## src/rtl/uart_pkg.sv

```systemverilog
// ==== uart_pkg : shared constants and state encodings for uart_param ====
// Rev 1.0
`default_nettype none

package uart_pkg;

    localparam int OVERSAMPLE = 16;

    localparam int PAR_NONE = 0;
    localparam int PAR_ODD  = 1;
    localparam int PAR_EVEN = 2;

    typedef enum logic [2:0] {
        TX_IDLE,
        TX_START,
        TX_DATA,
        TX_PARITY,
        TX_STOP
    } tx_state_t;

    typedef enum logic [2:0] {
        RX_IDLE,
        RX_START,
        RX_DATA,
        RX_PARITY,
        RX_STOP
    } rx_state_t;

endpackage

`default_nettype wire

```

## src/rtl/uart_baud_gen.sv

```systemverilog
// ==== uart_baud_gen : free-running 16x oversampling tick, one clock wide ====
// Rev 1.0
`default_nettype none

module uart_baud_gen
    import uart_pkg::*;
#(
    parameter int CLK_HZ = 100_000_000,
    parameter int BAUD   = 9600
) (
    input  logic clk,
    input  logic rst,
    output logic o_tick
);

    localparam int DIV = CLK_HZ / (BAUD * OVERSAMPLE);
    localparam int CW  = (DIV > 1) ? $clog2(DIV) : 1;

    if (DIV < 1) begin : g_div_check
        $error("uart_baud_gen: CLK_HZ too low for 16x oversampling at BAUD");
    end

    logic [CW-1:0] r_cnt;
    logic          r_tick;

    always_ff @(posedge clk or negedge rst) begin
        if (!rst) begin
            r_cnt  <= '0;
            r_tick <= 1'b0;
        end else if (r_cnt == CW'(DIV - 1)) begin
            r_cnt  <= '0;
            r_tick <= 1'b1;
        end else begin
            r_cnt  <= r_cnt + 1'b1;
            r_tick <= 1'b0;
        end
    end

    assign o_tick = r_tick;

endmodule

`default_nettype wire

```

## src/rtl/uart_param.sv

```systemverilog
// ==== uart_param : parametrised full-duplex UART (data width, parity, stop bits, baud) ====
// Rev 1.0
`default_nettype none

module uart_param
    import uart_pkg::*;
#(
    parameter int CLK_HZ    = 100_000_000,
    parameter int BAUD      = 9600,
    parameter int DATA_BITS = 8,
    parameter int PARITY    = 0,
    parameter int STOP_BITS = 1
) (
    input  logic                 clk,
    input  logic                 rst,
    input  logic [DATA_BITS-1:0] tx_data,
    input  logic                 tx_valid,
    output logic                 tx_ready,
    output logic                 tx,
    input  logic                 rx,
    output logic [DATA_BITS-1:0] rx_data,
    output logic                 rx_valid,
    output logic                 rx_frame_err,
    output logic                 rx_parity_err
);

    localparam int BW = $clog2(DATA_BITS);
    localparam logic [BW-1:0] c_LAST_BIT  = BW'(DATA_BITS - 1);
    localparam logic [BW-1:0] c_LAST_STOP = BW'(STOP_BITS - 1);
    localparam logic          c_ODD       = (PARITY == PAR_ODD);
    localparam logic          c_PAR_EN    = (PARITY != PAR_NONE);

    if (DATA_BITS < 5 || DATA_BITS > 8 || STOP_BITS < 1 || STOP_BITS > 2 ||
        PARITY < PAR_NONE || PARITY > PAR_EVEN) begin : g_param_check
        $error("uart_param: illegal DATA_BITS/PARITY/STOP_BITS");
    end

    logic w_tick;

    uart_baud_gen #(
        .CLK_HZ (CLK_HZ),
        .BAUD   (BAUD)
    ) u_baud (
        .clk    (clk),
        .rst    (rst),
        .o_tick (w_tick)
    );

    // ---------------- transmitter ----------------
    tx_state_t            r_tx_state, w_tx_state_nxt;
    logic [3:0]           r_tx_tick,  w_tx_tick_nxt;
    logic [BW-1:0]        r_tx_bit,   w_tx_bit_nxt;
    logic [DATA_BITS-1:0] r_tx_shift, w_tx_shift_nxt;
    logic                 r_tx_par,   w_tx_par_nxt;
    logic                 r_tx, r_tx_ready;

    always_comb begin
        w_tx_state_nxt = r_tx_state;
        w_tx_tick_nxt  = r_tx_tick;
        w_tx_bit_nxt   = r_tx_bit;
        w_tx_shift_nxt = r_tx_shift;
        w_tx_par_nxt   = r_tx_par;
        if (r_tx_state != TX_IDLE && w_tick)
            w_tx_tick_nxt = r_tx_tick + 4'd1;
        case (r_tx_state)
            TX_IDLE: if (tx_valid && r_tx_ready) begin
                w_tx_state_nxt = TX_START;
                w_tx_tick_nxt  = 4'd0;
                w_tx_bit_nxt   = '0;
                w_tx_shift_nxt = tx_data;
                w_tx_par_nxt   = ^tx_data ^ c_ODD;
            end
            TX_START: if (w_tick && r_tx_tick == 4'd15)
                w_tx_state_nxt = TX_DATA;
            TX_DATA: if (w_tick && r_tx_tick == 4'd15) begin
                w_tx_shift_nxt = r_tx_shift >> 1;
                if (r_tx_bit == c_LAST_BIT) begin
                    w_tx_bit_nxt   = '0;
                    w_tx_state_nxt = c_PAR_EN ? TX_PARITY : TX_STOP;
                end else begin
                    w_tx_bit_nxt = r_tx_bit + 1'b1;
                end
            end
            TX_PARITY: if (w_tick && r_tx_tick == 4'd15)
                w_tx_state_nxt = TX_STOP;
            TX_STOP: if (w_tick && r_tx_tick == 4'd15) begin
                if (r_tx_bit == c_LAST_STOP) begin
                    w_tx_bit_nxt   = '0;
                    w_tx_state_nxt = TX_IDLE;
                end else begin
                    w_tx_bit_nxt = r_tx_bit + 1'b1;
                end
            end
            default: w_tx_state_nxt = TX_IDLE;
        endcase
    end

    // Line and ready are registered from the next state so they change on the transition edge.
    always_ff @(posedge clk or negedge rst) begin
        if (!rst) begin
            r_tx_state <= TX_IDLE;
            r_tx_tick  <= 4'd0;
            r_tx_bit   <= '0;
            r_tx_shift <= '0;
            r_tx_par   <= 1'b0;
            r_tx       <= 1'b1;
            r_tx_ready <= 1'b1;
        end else begin
            r_tx_state <= w_tx_state_nxt;
            r_tx_tick  <= w_tx_tick_nxt;
            r_tx_bit   <= w_tx_bit_nxt;
            r_tx_shift <= w_tx_shift_nxt;
            r_tx_par   <= w_tx_par_nxt;
            r_tx_ready <= (w_tx_state_nxt == TX_IDLE);
            case (w_tx_state_nxt)
                TX_START:  r_tx <= 1'b0;
                TX_DATA:   r_tx <= w_tx_shift_nxt[0];
                TX_PARITY: r_tx <= w_tx_par_nxt;
                default:   r_tx <= 1'b1;
            endcase
        end
    end

    assign tx       = r_tx;
    assign tx_ready = r_tx_ready;

    // ---------------- receiver ----------------
    rx_state_t            r_rx_state, w_rx_state_nxt;
    logic [3:0]           r_rx_tick,  w_rx_tick_nxt;
    logic [BW-1:0]        r_rx_bit,   w_rx_bit_nxt;
    logic [DATA_BITS-1:0] r_rx_shift, w_rx_shift_nxt;
    logic                 r_rx_par,   w_rx_par_nxt;
    logic                 r_rx_s1, r_rx_s2;
    logic                 w_rx_done, w_rx_perr;
    logic [DATA_BITS-1:0] r_rx_data;
    logic                 r_rx_valid, r_rx_ferr, r_rx_perr;

    assign w_rx_perr = c_PAR_EN & (^r_rx_shift ^ r_rx_par ^ c_ODD);

    always_comb begin
        w_rx_state_nxt = r_rx_state;
        w_rx_tick_nxt  = r_rx_tick;
        w_rx_bit_nxt   = r_rx_bit;
        w_rx_shift_nxt = r_rx_shift;
        w_rx_par_nxt   = r_rx_par;
        w_rx_done      = 1'b0;
        if (r_rx_state != RX_IDLE && w_tick)
            w_rx_tick_nxt = r_rx_tick + 4'd1;
        case (r_rx_state)
            RX_IDLE: if (!r_rx_s2) begin
                w_rx_state_nxt = RX_START;
                w_rx_tick_nxt  = 4'd0;
                w_rx_bit_nxt   = '0;
            end
            RX_START: if (w_tick && r_rx_tick == 4'd7) begin
                w_rx_tick_nxt  = 4'd0;
                w_rx_state_nxt = r_rx_s2 ? RX_IDLE : RX_DATA;
            end
            RX_DATA: if (w_tick && r_rx_tick == 4'd15) begin
                w_rx_shift_nxt = {r_rx_s2, r_rx_shift[DATA_BITS-1:1]};
                if (r_rx_bit == c_LAST_BIT) begin
                    w_rx_bit_nxt   = '0;
                    w_rx_state_nxt = c_PAR_EN ? RX_PARITY : RX_STOP;
                end else begin
                    w_rx_bit_nxt = r_rx_bit + 1'b1;
                end
            end
            RX_PARITY: if (w_tick && r_rx_tick == 4'd15) begin
                w_rx_par_nxt   = r_rx_s2;
                w_rx_state_nxt = RX_STOP;
            end
            RX_STOP: if (w_tick && r_rx_tick == 4'd15) begin
                w_rx_done      = 1'b1;
                w_rx_state_nxt = RX_IDLE;
            end
            default: w_rx_state_nxt = RX_IDLE;
        endcase
    end

    always_ff @(posedge clk or negedge rst) begin
        if (!rst) begin
            r_rx_s1    <= 1'b1;
            r_rx_s2    <= 1'b1;
            r_rx_state <= RX_IDLE;
            r_rx_tick  <= 4'd0;
            r_rx_bit   <= '0;
            r_rx_shift <= '0;
            r_rx_par   <= 1'b0;
            r_rx_data  <= '0;
            r_rx_valid <= 1'b0;
            r_rx_ferr  <= 1'b0;
            r_rx_perr  <= 1'b0;
        end else begin
            r_rx_s1    <= rx;
            r_rx_s2    <= r_rx_s1;
            r_rx_state <= w_rx_state_nxt;
            r_rx_tick  <= w_rx_tick_nxt;
            r_rx_bit   <= w_rx_bit_nxt;
            r_rx_shift <= w_rx_shift_nxt;
            r_rx_par   <= w_rx_par_nxt;
            r_rx_valid <= w_rx_done;
            if (w_rx_done) begin
                r_rx_data <= r_rx_shift;
                r_rx_ferr <= ~r_rx_s2;
                r_rx_perr <= w_rx_perr;
            end
        end
    end

    assign rx_data       = r_rx_data;
    assign rx_valid      = r_rx_valid;
    assign rx_frame_err  = r_rx_ferr;
    assign rx_parity_err = r_rx_perr;

endmodule

`default_nettype wire
```

## config.mk

```make
export PLATFORM = sky130hd
export DESIGN_NAME = uart_param
export DESIGN_NICKNAME = d
export VERILOG_FILES = /design/src/rtl/uart_pkg.sv /design/src/rtl/uart_baud_gen.sv /design/src/rtl/uart_param.sv
export SDC_FILE = /design/constraint.sdc
export NUM_CORES = 1
export LEC_CHECK = 0
export ABC_CLOCK_PERIOD_IN_PS = 3050
export CORE_ASPECT_RATIO = 2
export CORE_MARGIN = 2
export CORE_UTILIZATION = 40
export CTS_CLUSTER_DIAMETER = 100
export DETAILED_ROUTE_END_ITERATION = 16
export SYNTH_ARGS = -nofsm -noshare
export SYNTH_HDL_FRONTEND = slang
export SYNTH_SLANG_ARGS = --single-unit
```

## constraint.sdc

```tcl
create_clock -name clk -period 3.05 [get_ports clk]
set_input_delay 0.61 -clock clk [delete_from_list [all_inputs] [get_ports clk]]
set_output_delay 0.61 -clock clk [all_outputs]
set_load 0.05 [all_outputs]
```

==> qor.yml <==
cts_buffers: 9
ys_async_sr_fraction: 1.000
htree_levels: 3
io_pins: 25
grt_util_all_layers: 0.1637
power_density_nw_per_um2: 629.1
synth_top_flop_cell: "dfrtp_1"
cp.arrival_ps: 1630
fp.dieW_um: 63.99
place.gp.congestion: 0.7838
use_met3: 0.04968
stdcell_count: 402
endpoint_kind: "primary output"
use_met2: 0.2943
tightest_slew_ps: 642.0
drtIter0Drc: 47
postCtsSetupRepairBufs: 0
viasPerCell: 5.134
p_total_mw: 2.202
avgSynthCellArea_um2: 10.32
crit_chain: "clkdlybuf4s50_1"
cts_resized: 0
met1_usage: 0.1699
drv_slew: 0
synth_fp_nets: 300
layout-drive-gt1-share: 0.1282
ys_ff_latch: 62
antenna_found_initial: 0
rsz0062_at_grt: "no"
critPathKind: "reg2out"
synth_cell_types: 48
hp-class: "in2async"
hold_violations: 0
insertion_delay_ps: 320
fin_nets: 328
chipHeight_um: 124.0
rows: 43
grt_pass1_wl_um: 9722
area_growth_pct: 21.60
max_freq_mhz: 445.8
core_area_um2: 6940
yosysSeqAreaShare: 0.5406
cts-root-buf: "clkbuf_16"
yosysWarnings: 0
insertedDiodeCount: 0
min_period_ps: 2243
p_leak_nw: 1.620
busiest_layer: "met2"
grt_pass1_vias: 2174
slew_headroom: 0.5709
place_hpwl_um: 4091
hold_buffers: 0
port_buffers: 23
wl_per_cell_um: 13.73
cpLargestDelayFamily: "buffers and inverters"
drv_cap: 0
period_share: 0.7355
vias: 2064
cts.clk_slew.worst_paths_ps: 50
worst_clock_skew_ps: 7.102
worstPathMaxFanout: 2
required_ps: 2440
status: "finished clean"
clk_path_buf_depth: 2
initial_core_util: 0.4148
grt_max_degree: 25
cts_tree: "done"
mostFrequentLayoutCell: "dfrtp_1"
most-common-layout-cells: "dfrtp_1, nand2_1, clkdlybuf4s50_1, nor2_1"
dp_cells: 386
crit_path_max_incr_delay_ps: 790
start_kind: "register"
synth-edff-count: 0
fp.dieArea_um2: 7933
ir_worst_vdd_uv: 354.2
dr.pass1.iters: 4
drc: 0
postRouteAntennaNets: 0
tns_ps: 0
finalSetupViolCount: 0
critPathSlowestCell: "clkdlybuf4s50_1"
critical_path_buf_inv_count: 1
grt.overflow.total: 0
syn_inst: 279
wl_um: 5521
syn_area_um2: 2879
cts_sinks: 62
-- layout make-up --
cell class	instances	area (µm²)
fill	640	3440
sequential	62	1556
multi-input combinational	198	1230
timing repair buffer	26	247.7
clock buffer	12	246.5
tap	90	112.6
clock inverter	4	70.07
inverter	10	37.54
-- layer usage --
| metal | wire (µm) | up-vias |
|---|---|---|
| met2 | 3146 | 25 |
| met4 | 83 | 0 |
| met5 | 0 | - |
| li1 | - | 1006 |
| met3 | 135 | 6 |
| met1 | 2156 | 1027 |
-- sequential cells by signal (all words and copies together), names as in the netlist, 3 cells and up --
register	flops
r_rx_bit	3
r_rx_shift	8
r_rx_state	3
r_rx_tick	4
r_tx_bit	3
r_tx_shift	8
r_tx_state	3
r_tx_tick	4
rx_data	8
u_baud.r_cnt	10
-- metrics by stage --
stage	utilization	area (µm²)	hold slack (ps)	worst slack, ps
after global placement	0.4588	3184	348.7	795.5
final	0.5044	3501	207.3	806.9
after floorplan	-	2879	314.4	1258
after global routing	0.5044	3501	239.3	743.2
after detailed placement	0.4588	3184	349.3	793.3
after CTS	0.5044	3501	213.7	786.3
-- synthesized netlist by cell type (2+ instances only) --
master    instances  area share
a21oi_1           9       0.016
a22oi_1           9       0.023
and2_1            3      0.0065
and4_1            2      0.0061
buf_2             2      0.0035
buf_6             2      0.0078
clkbuf_1          3      0.0039
dfrtp_1          58        0.50
dfstp_2           4       0.037
ha_1              9       0.039
inv_1             9       0.012
mux2_2            9       0.035
nand2_1          57       0.074
nand2b_1          3      0.0065
nand3_1          11       0.019
nand4_1           3      0.0065
nor2_1           20       0.026
nor2_2            2      0.0043
nor3_1            4      0.0070
o21ai_0          12       0.021
or2_2             2      0.0043
or3_1             3      0.0065
xnor2_1          12       0.037
xor2_1            7       0.021
-- cell families after synthesis --
kind of cell	Yosys count	share of synthesized area
fa+ha+maj	9	0.03911
xor+xnor	19	0.05780
buf+inv	19	0.03216
flops	62	0.5406
simple gates	116	0.1891
other cells	1	0.001303
mux	10	0.03868
compound gates	43	0.1013
-- final timing paths --
path	slack [ps]	end	start	depth (start not counted)
max	810	tx_ready	tx_ready$_DFF_PN1_	1
min	210	u_baud.r_cnt[5]$_DFF_PN0_	rst	1
max reg2reg	940	r_rx_shift[6]$_DFFE_PN0P_	r_rx_tick[0]$_DFF_PN0_	5
min reg2reg	350	r_rx_s2$_DFF_PN1_	r_rx_s1$_DFF_PN1_	0
max in group asynchronous	2150	tx$_DFF_PN1_	rst	2
min in group clk	350	r_rx_s2$_DFF_PN1_	r_rx_s1$_DFF_PN1_	0
-- power breakdown --
part	internal (mW)	switching [mW]	total, mW
registers	0.893	0.0455	0.939
logic	0.0826	0.116	0.199
clock network	0.734	0.331	1.07
Power figures use the tool's default switching activity.
